--- src/rtl/fp_pkg.sv ---
// Shared fixed-point definitions for the skin-tone datapath multipliers:
// default word format, clamp constants, lane packing and rounding helpers.
package fp_pkg;

  localparam int FP_WIDTH_DEF = 16;
  localparam int FP_FRAC_DEF  = 8;

  localparam logic signed [FP_WIDTH_DEF-1:0] FP_MAX = {1'b0, {(FP_WIDTH_DEF-1){1'b1}}};
  localparam logic signed [FP_WIDTH_DEF-1:0] FP_MIN = {1'b1, {(FP_WIDTH_DEF-1){1'b0}}};

  function automatic int lane_lo(input int lane, input int width);
    return lane * width;
  endfunction

  // Half an output LSB, expressed at full-product scale.
  function automatic longint round_const(input int frac, input int rnd);
    return (rnd != 0) ? (longint'(1) << (frac - 1)) : longint'(0);
  endfunction

endpackage

--- src/rtl/fp_mult_pipe_if.sv ---
// Stream interface of the multi-lane fixed-point multiplier: operand beat in,
// product beat out, each with its own valid/ready pair.
interface fp_mult_pipe_if
  import fp_pkg::*;
#(
  parameter int FP_WIDTH = FP_WIDTH_DEF,
  parameter int LANES    = 3
);

  logic                      in_valid;
  logic                      in_ready;
  logic [LANES*FP_WIDTH-1:0] in_a;
  logic [LANES*FP_WIDTH-1:0] in_b;
  logic                      out_valid;
  logic                      out_ready;
  logic [LANES*FP_WIDTH-1:0] out_p;
  logic [LANES-1:0]          out_ovf;

  modport master (
    output in_valid, in_a, in_b, out_ready,
    input  in_ready, out_valid, out_p, out_ovf
  );

  modport slave (
    input  in_valid, in_a, in_b, out_ready,
    output in_ready, out_valid, out_p, out_ovf
  );

endinterface

--- src/rtl/fp_mult_lane.sv ---
// One lane of the fixed-point multiplier: operand register, product register(s),
// then round/shift/saturate into the output register, all gated by adv.
module fp_mult_lane
  import fp_pkg::*;
#(
  parameter int FP_WIDTH = FP_WIDTH_DEF,
  parameter int FP_FRAC  = FP_FRAC_DEF,
  parameter int STAGES   = 3,
  parameter int ROUND    = 1,
  parameter int SAT      = 1
) (
  input  logic                       clk,
  input  logic                       rst,
  input  logic                       adv,
  input  logic signed [FP_WIDTH-1:0] a,
  input  logic signed [FP_WIDTH-1:0] b,
  output logic signed [FP_WIDTH-1:0] p,
  output logic                       ovf
);

  localparam int PW = 2 * FP_WIDTH;
  localparam logic signed [PW:0] RC = (PW+1)'(round_const(FP_FRAC, ROUND));
  localparam logic signed [FP_WIDTH-1:0] MAXV = {1'b0, {(FP_WIDTH-1){1'b1}}};
  localparam logic signed [FP_WIDTH-1:0] MINV = {1'b1, {(FP_WIDTH-1){1'b0}}};

  logic signed [PW-1:0]       full;
  logic signed [PW:0]         rounded;
  logic signed [PW:0]         shifted;
  logic                       fits;
  logic signed [FP_WIDTH-1:0] res_p;
  logic                       res_ovf;

  generate
    if (STAGES == 1) begin : g_comb
      assign full = {{FP_WIDTH{a[FP_WIDTH-1]}}, a} * {{FP_WIDTH{b[FP_WIDTH-1]}}, b};
    end else begin : g_pipe
      logic signed [FP_WIDTH-1:0] a_q;
      logic signed [FP_WIDTH-1:0] b_q;

      always_ff @(posedge clk or posedge rst) begin
        if (rst) begin
          a_q <= '0;
          b_q <= '0;
        end else if (adv) begin
          a_q <= a;
          b_q <= b;
        end
      end

      if (STAGES == 2) begin : g_two
        assign full = {{FP_WIDTH{a_q[FP_WIDTH-1]}}, a_q} * {{FP_WIDTH{b_q[FP_WIDTH-1]}}, b_q};
      end else begin : g_prod
        logic signed [PW-1:0] prod_q [STAGES-2];

        // Deeper configurations only add product delay slots.
        always_ff @(posedge clk or posedge rst) begin
          if (rst) begin
            for (int i = 0; i < STAGES-2; i++) prod_q[i] <= '0;
          end else if (adv) begin
            prod_q[0] <= {{FP_WIDTH{a_q[FP_WIDTH-1]}}, a_q} * {{FP_WIDTH{b_q[FP_WIDTH-1]}}, b_q};
            for (int i = 1; i < STAGES-2; i++) prod_q[i] <= prod_q[i-1];
          end
        end

        assign full = prod_q[STAGES-3];
      end
    end
  endgenerate

  // One extra bit keeps the rounding add from overflowing; fits means every
  // bit above the output sign bit is a copy of it.
  always_comb begin
    rounded = $signed({full[PW-1], full}) + RC;
    shifted = rounded >>> FP_FRAC;
    fits    = (&shifted[PW:FP_WIDTH-1]) | ~(|shifted[PW:FP_WIDTH-1]);
    res_p   = shifted[FP_WIDTH-1:0];
    res_ovf = 1'b0;
    if ((SAT != 0) && !fits) begin
      res_p   = shifted[PW] ? MINV : MAXV;
      res_ovf = 1'b1;
    end
  end

  always_ff @(posedge clk or posedge rst) begin
    if (rst) begin
      p   <= '0;
      ovf <= 1'b0;
    end else if (adv) begin
      p   <= res_p;
      ovf <= res_ovf;
    end
  end

endmodule

--- src/rtl/fp_mult_pipe.sv ---
// Multi-lane pipelined fixed-point multiplier with a global stall: every stage
// advances together whenever the output register is empty or being drained.
module fp_mult_pipe
  import fp_pkg::*;
#(
  parameter int FP_WIDTH = FP_WIDTH_DEF,
  parameter int FP_FRAC  = FP_FRAC_DEF,
  parameter int LANES    = 3,
  parameter int STAGES   = 3,
  parameter int ROUND    = 1,
  parameter int SAT      = 1
) (
  input  logic           clk,
  input  logic           rst,
  fp_mult_pipe_if.slave  bus
);

  logic              adv;
  logic [STAGES-1:0] vld;

  assign adv           = !vld[STAGES-1] || bus.out_ready;
  assign bus.in_ready  = adv;
  assign bus.out_valid = vld[STAGES-1];

  // Bubbles travel with the data; nothing collapses them.
  always_ff @(posedge clk or posedge rst) begin
    if (rst) begin
      vld <= '0;
    end else if (adv) begin
      vld[0] <= bus.in_valid;
      for (int i = 1; i < STAGES; i++) vld[i] <= vld[i-1];
    end
  end

  generate
    for (genvar i = 0; i < LANES; i++) begin : g_lane
      fp_mult_lane #(
        .FP_WIDTH (FP_WIDTH),
        .FP_FRAC  (FP_FRAC),
        .STAGES   (STAGES),
        .ROUND    (ROUND),
        .SAT      (SAT)
      ) u_lane (
        .clk (clk),
        .rst (rst),
        .adv (adv),
        .a   (bus.in_a[lane_lo(i, FP_WIDTH) +: FP_WIDTH]),
        .b   (bus.in_b[lane_lo(i, FP_WIDTH) +: FP_WIDTH]),
        .p   (bus.out_p[lane_lo(i, FP_WIDTH) +: FP_WIDTH]),
        .ovf (bus.out_ovf[i])
      );
    end
  endgenerate

endmodule

--- src/flat_wrapper.sv ---
// flat-port wrapper written by rule: the top's interface ports become plain ports
module fp_mult_pipe_flat import fp_pkg::*;
#(
  parameter int FP_WIDTH = FP_WIDTH_DEF,
  parameter int FP_FRAC  = FP_FRAC_DEF,
  parameter int LANES    = 3,
  parameter int STAGES   = 3,
  parameter int ROUND    = 1,
  parameter int SAT      = 1
)
  (clk, rst, bus_in_valid, bus_in_a, bus_in_b, bus_out_ready, bus_in_ready, bus_out_valid, bus_out_p, bus_out_ovf);
  fp_mult_pipe_if #(.FP_WIDTH(FP_WIDTH), .LANES(LANES)) bus_i ();
  input  logic clk;
  input  logic rst;
  input wire logic [$bits(bus_i.in_valid)-1:0] bus_in_valid;
  input wire logic [$bits(bus_i.in_a)-1:0] bus_in_a;
  input wire logic [$bits(bus_i.in_b)-1:0] bus_in_b;
  input wire logic [$bits(bus_i.out_ready)-1:0] bus_out_ready;
  output wire logic [$bits(bus_i.in_ready)-1:0] bus_in_ready;
  output wire logic [$bits(bus_i.out_valid)-1:0] bus_out_valid;
  output wire logic [$bits(bus_i.out_p)-1:0] bus_out_p;
  output wire logic [$bits(bus_i.out_ovf)-1:0] bus_out_ovf;
  assign bus_i.in_valid = bus_in_valid;
  assign bus_i.in_a = bus_in_a;
  assign bus_i.in_b = bus_in_b;
  assign bus_i.out_ready = bus_out_ready;
  assign bus_in_ready = bus_i.in_ready;
  assign bus_out_valid = bus_i.out_valid;
  assign bus_out_p = bus_i.out_p;
  assign bus_out_ovf = bus_i.out_ovf;
  fp_mult_pipe #(.FP_WIDTH(FP_WIDTH), .FP_FRAC(FP_FRAC), .LANES(LANES), .STAGES(STAGES), .ROUND(ROUND), .SAT(SAT)) u_core (.clk(clk), .rst(rst), .bus(bus_i));
endmodule
--- config.mk ---
export PLATFORM = sky130hd
export DESIGN_NAME = fp_mult_pipe_flat
export DESIGN_NICKNAME = d
export VERILOG_FILES = /design/src/rtl/fp_pkg.sv /design/src/rtl/fp_mult_pipe_if.sv /design/src/rtl/fp_mult_lane.sv /design/src/rtl/fp_mult_pipe.sv /design/src/flat_wrapper.sv
export SDC_FILE = /design/constraint.sdc
export NUM_CORES = 2
export LEC_CHECK = 0
export ABC_AREA = 1
export CAP_MARGIN = 20
export CORE_ASPECT_RATIO = 1.1
export CORE_UTILIZATION = 68
export CTS_CLUSTER_SIZE = 12
export DETAILED_ROUTE_END_ITERATION = 16
export DONT_BUFFER_PORTS = 1
export GPL_ROUTABILITY_DRIVEN = 0
export PLACE_DENSITY = 0.84
export SYNTH_ARGS = -nofsm -noshare
export SYNTH_HDL_FRONTEND = slang
export SYNTH_SLANG_ARGS = --single-unit
--- constraint.sdc ---
create_clock -name clk -period 8.7 [get_ports clk]
set_input_delay 1.74 -clock clk [delete_from_list [all_inputs] [get_ports clk]]
set_output_delay 1.74 -clock clk [all_outputs]
set_load 0.02 [all_outputs]
## After elaboration in Yosys (flattened, before gate mapping)

Index checks and enable logic that the tools add are counted.

| storage, ports and cells | value |
|---|---|
| input port bits | 100 |
| bits in writable memories | 0 |
| bits in registers | 246 |
| logic and storage cells | 45 |
| latch bits | 0 |
| bits in read-only memories | 0 |
| memories kept | 0 |

| operators by class | value |
|---|---|
| mux-type cells | 9 |
| equal/unequal tests | 0 |
| div/mod/pow operators | 0 |
| bitwise operators | 6 |
| reductions and logical operators | 8 |
| $mul | 3 |
| add/sub/neg operators | 3 |
| magnitude comparators | 0 |
| shifts and indexed selects | 0 |

Operator list:

| kind | number |
|---|---|
| $add 32x9->33 const B | 3 |
| $mul 16x16->32 | 3 |
| $mux 16 | 6 |
| $reduce_and 10->1 | 3 |
| $reduce_or 10->1 | 3 |
| $mux 1 | 3 |
| $not 1->1 | 3 |
| $or 1x1->1 | 3 |
| $logic_not 1->1 | 1 |
| $logic_or 1x1->1 | 1 |

## Depth between registers and ports, before layout

| logic depth | value |
|---|---|
| depth in word-level cells | 5 |
| depth in mapped cells | 29 |
| gate-level depth less buffers | 27 |

## Modules after synthesis

From an unflattened synthesis, not the netlist that was laid out.

| unflattened totals | value |
|---|---|
| cells, all modules | 5601 |
| area total of the unflattened synthesis | 42421.9 sq um |

By module, submodules not included:

| module | area each (sq um) | seq. area each (sq um) | cells each | instances |
|---|---|---|---|---|
| fp_mult_lane at u_core.g_lane[2].u_lane | 14181.1 | 1851.8 | 1862 | 1 |
| fp_mult_lane at u_core.g_lane[0].u_lane | 14154.8 | 1851.8 | 1887 | 1 |
| fp_mult_lane at u_core.g_lane[1].u_lane | 13964.6 | 1851.8 | 1838 | 1 |
| fp_mult_pipe | 121.4 | 75.1 | 14 | 1 |

## Least setup slack after synthesis

No wires, ideal clock.

| path | value |
|---|---|
| kind | register to register |
| from | reg u_core.g_lane[1].u_lane.g_pipe.a_q[15] |
| to | reg u_core.g_lane[1].u_lane.g_pipe.g_prod.prod_q, in the netlist u_core.g_lane[1].u_lane.full[26] |
| arrival time | 5553 ps |
| setup time | 118 ps |
| data required time | 8582 ps |
| stages on the path, launching flop included | 23 |
| buffers on the path | 2 |
| setup slack | 3029 ps |
| path through | dfrtp_1 clkbuf_1 clkbuf_1 nand2_1 fa_1 inv_1 fa_1 fa_1 fa_1 fa_1 inv_1 fa_1 inv_1 ha_1 a21oi_1 nor2_1 nor2_1 o21ai_0 a21oi_1 nand2_1 or2_2 nand3_1 nand2_1 |

| between the ends | value |
|---|---|
| longest elaborated chain between the ends | 1 |

Ends and longest elaborated chain:

| item | line | text |
|---|---|---|
| start: declaration | fp_mult_lane.sv:37 | `logic signed [FP_WIDTH-1:0] a_q;` |
| start signal: assignment | fp_mult_lane.sv:42 | `a_q <= '0;` |
| start signal: assignment | fp_mult_lane.sv:45 | `a_q <= a;` |
| $mul 16x16->32 | fp_mult_lane.sv:60 | `prod_q[0] <= {{FP_WIDTH{a_q[FP_WIDTH-1]}}, a_q} * {{FP_WIDTH{b_q[FP_WIDTH-1]}}, b_q};` |
| end: declaration | fp_mult_lane.sv:53 | `logic signed [PW-1:0] prod_q [STAGES-2];` |

No other way between the ends.
A chain may end at the register's enable or synchronous reset.

## Worst setup path in the final report

| path | value |
|---|---|
| from | reg u_core.g_lane[0].u_lane.g_pipe.b_q[4] |
| to | reg u_core.g_lane[0].u_lane.g_pipe.g_prod.prod_q, in the netlist u_core.g_lane[0].u_lane.full[29] |

| between the ends | value |
|---|---|
| longest elaborated chain between the ends | 1 |

Ends and longest elaborated chain:

| item | line | text |
|---|---|---|
| start: declaration | fp_mult_lane.sv:38 | `logic signed [FP_WIDTH-1:0] b_q;` |
| start signal: assignment | fp_mult_lane.sv:43 | `b_q <= '0;` |
| start signal: assignment | fp_mult_lane.sv:46 | `b_q <= b;` |
| $mul 16x16->32 | fp_mult_lane.sv:60 |  |
| end: declaration | fp_mult_lane.sv:53 |  |

No other way between the ends.

==> run metrics <==
DIE WIDTH 240 um; Synth Net Count ~6700; clock latency on the worst-skew pair approximately 0.66 ns; remaining routing DRC violations 0; number of maximum-capacitance constraint violations 0; final hold viol count 0; post-layout worst setup margin 2.14 ns; port bufs 0; combined area of the multi-input logic cells around 0.03 sq mm; origin of the worst min-delay path u_core.vld[1]; initial antenna violation count 0; FP Rows between 90 and 100; critical-path cell with the highest stage delay sky130_fd_sc_hd__dfrtp_1; clock tree root buffer cell sky130_fd_sc_hd__clkbuf_16; combined global-route utilization of all metal layers 0.357; vertical die dimension ~260 um; Setup Viol. Count Final 0; critical path capture point type flop; FF-to-FF End u_core.g_lane[0].u_lane.full[29]; launch point of the critical path u_core.g_lane[0].u_lane.g_pipe.b_q[4]; Data required, critical path approximately 9.2 ns; actual transition at the worst max-transition pin roughly 1 ns; Hold-fix buffers, CTS 0; Synth-to-Final Area Change 2.61%; starting utilization of the core area 0.690; worst reg-to-reg path cell count 20; final non-filler cell total 6230; number of cells in the design after placement 6180; cell class contributing the biggest share of worst-path delay adder cells; synth top area cells sky130_fd_sc_hd__fa_1 (37%), sky130_fd_sc_hd__nand2_1 (15%), sky130_fd_sc_hd__dfrtp_1 (13%); Core Region roughly 0.061 sq mm; Most common cell on crit path sky130_fd_sc_hd__fa_1; end of the worst hold path u_core.vld[2]; Max transition margin 0.333; clock transition at the registers of the reported paths ~0.07 ns; total wirelength of the detailed-routed design ~110000 um; DR vias around 35000; max-slew violation total from the final report 0; RSZ-0062 raised after global routing no; result of the run finished, final reports clean; number of fill cells ~4800; Largest stage delay, worst path 0.86 ns; library cells used by synthesis between 50 and 60; min-delay worst type flop to flop; Highest Clock Rate about 0.15 GHz; sinks on the clock net approximately 230; shortest clock period the worst path allows after layout 6.56 ns; post-route ant nets 0; Gates resized, CTS repair 0; first drt pass iteration count 7; first-pass GRT wire length roughly 180000 um; Post-Synthesis Cell Area ~0.042 sq mm; routed len/inst between 15 and 20 um; TritonCTS clock tree yes; Initial DRC Count around 3000; top-level port count between 150 and 200; most common cell after layout, fill and taps aside sky130_fd_sc_hd__nand2_1; sort of element at the start of the critical path flop; number of warnings printed during yosys synthesis 0; diode count 0; CTS Buffer Depth 3; worst flop-to-flop path startpoint u_core.g_lane[0].u_lane.g_pipe.b_q[4]; maximum net fanout on the critical path 17; Data arrival, critical path between 7 and 8 ns; type of the worst setup path flop to flop; hold path cells 2; HPWL Detailed roughly 86000 um; FF/Latch Area between 0.005 and 0.006 sq mm; CTS HTree Levels 1; area share of the leading cell type in the synthesized netlist 0.370; post-synthesis cell type with the largest combined area sky130_fd_sc_hd__fa_1; summed negative setup slack over all endpoints 0 ns; Die Outline Area roughly 0.063 sq mm; layout cell share with drive strength beyond 1 0.0261; minimum setup slack among reg-to-reg paths 2.14 ns; buffering stage count on the worst path with inverters included 4; pre-CTS setup slack roughly 2.4 ns; commonest cells after routing, fill and taps aside sky130_fd_sc_hd__nand2_1 (1716), sky130_fd_sc_hd__inv_1 (1425), sky130_fd_sc_hd__fa_1 (783), sky130_fd_sc_hd__nor2_1 (254), sky130_fd_sc_hd__ha_1 (240); number of CTS-inserted buffers 28; Synth Instances around 5600; Worst Clk Skew 0.0827 ns; flip-flop and latch count after synthesis between 200 and 250; setup repair bufs after CTS 0; Post-Synthesis Mean Instance Area between 7 and 8 sq um; ratio of final minimum period to clock period 0.754; largest net degree at the start of global routing 189; global route total overflow 0; final layout net count 6509; via density per instance around 5.6; cell breakdown of the critical path nand2_1 -> fa_1 -> inv_1 -> fa_1 -> fa_1 -> fa_1 -> fa_1 -> inv_1 -> fa_1 -> inv_1 -> ha_1 -> nand2_1 -> nor2_1 -> inv_1 -> nor3_1 -> nand3_1 -> nand2_1 -> nand2_1 -> nand3_1 -> o21ai_0; number of global-route vias before repair between 30000 and 40000; register area share after synthesis 0.133
## logic make-up after synthesis
kind of cell,after synthesis,share of synthesized area
buffers and inverters,1675,0.150
AOI/OAI and AO/OA,287,0.0371
DFF,225,0.133
and+or+nand+nor,2285,0.219
xor gates and xnor gates,93,0.0192
adders and majority gates,1023,0.441
## cells in the mapped netlist (all sizes together)
| cell | count |
|---|---|
| o21ai | 124 |
| a21o | 8 |
| a21oi | 99 |
| o311ai | 1 |
| nand3 | 173 |
| o211ai | 4 |
| nand2 | 1741 |
| o21bai | 16 |
| and2 | 1 |
| a211oi | 2 |
| nor4 | 6 |
| clkbuf | 227 |
| xnor2 | 40 |
| xor2 | 53 |
| or2 | 16 |
| nand4 | 23 |
| o2111ai | 2 |
| o22ai | 4 |
| a21boi | 3 |
| o21a | 2 |
| ha | 240 |
| clkinv | 2 |
| a31oi | 22 |
| and3 | 5 |
| dfrtp | 225 |
| inv | 1431 |
| buf | 15 |
| nor3 | 29 |
| nor3b | 2 |
| nor2 | 279 |
| nand3b | 10 |
| fa | 783 |
## layout make-up
class / instances / share of cell area
Sequential cell: 225 / 0.130
Inverter: 1433 / 0.124
Clock inverter: 13 / 0.00383
Multi-Input combinational cell: 3688 / 0.699
Timing Repair Buffer: 10 / 0.00202
Tap cell: 824 / 0.0237
Clock buffer: 37 / 0.0181
## sequential cells by signal, indices dropped and copies added (netlist names)
signal,count
u_core.g_lane.u_lane.g_pipe.b_q,48
u_core.vld,3
u_core.g_lane.u_lane.full,75
u_core.g_lane.u_lane.ovf,3
u_core.g_lane.u_lane.p,48
u_core.g_lane.u_lane.g_pipe.a_q,48
## layer usage
layer | GRT usage | wire [um] | part of all wire
met1 | 0.450 | 40100 | 0.37
met2 | 0.597 | 51600 | 0.48
met3 | 0.0673 | 10100 | 0.094
met4 | 0.166 | 5230 | 0.049
met5 | 0 | 0 | 0
## how the worst max path moves through the flow
| stage | end | slack, ns | depth (start not counted) |
|---|---|---|---|
| finish | u_core.g_lane[0].u_lane.full[29] | 2.14 | 20 |
| global route | u_core.g_lane[2].u_lane.full[30] | 1.91 | 19 |
| CTS | u_core.g_lane[2].u_lane.full[28] | 2.31 | 18 |
| detailed placement | u_core.g_lane[2].u_lane.full[28] | 2.36 | 18 |
| global placement | u_core.g_lane[2].u_lane.full[28] | 2.53 | 18 |
| floorplan | u_core.g_lane[0].u_lane.full[10] | 0.80 | 1 |
## worst min-delay path, delay by kind of cell (launching register included)
| family | cells | cell delay [ns] |
|---|---|---|
| flip-flops | 1 | 0.32 |
| buffers and inverters | 1 | 0.05 |
| AND/OR/NAND/NOR | 1 | 0.05 |
## stage by stage
step                      hold slack, ns   util  area (sq um)
after floorplan                    0.420      -         42300
after global placement             0.436  0.693         42500
after detailed placement           0.440  0.693         42500
after CTS                          0.460  0.708         43500
after global routing               0.493  0.708         43500
final                              0.459  0.708         43500
Power is not shown: default switching activity piles up to over one toggle a cycle in this logic, so the estimate is an artifact.
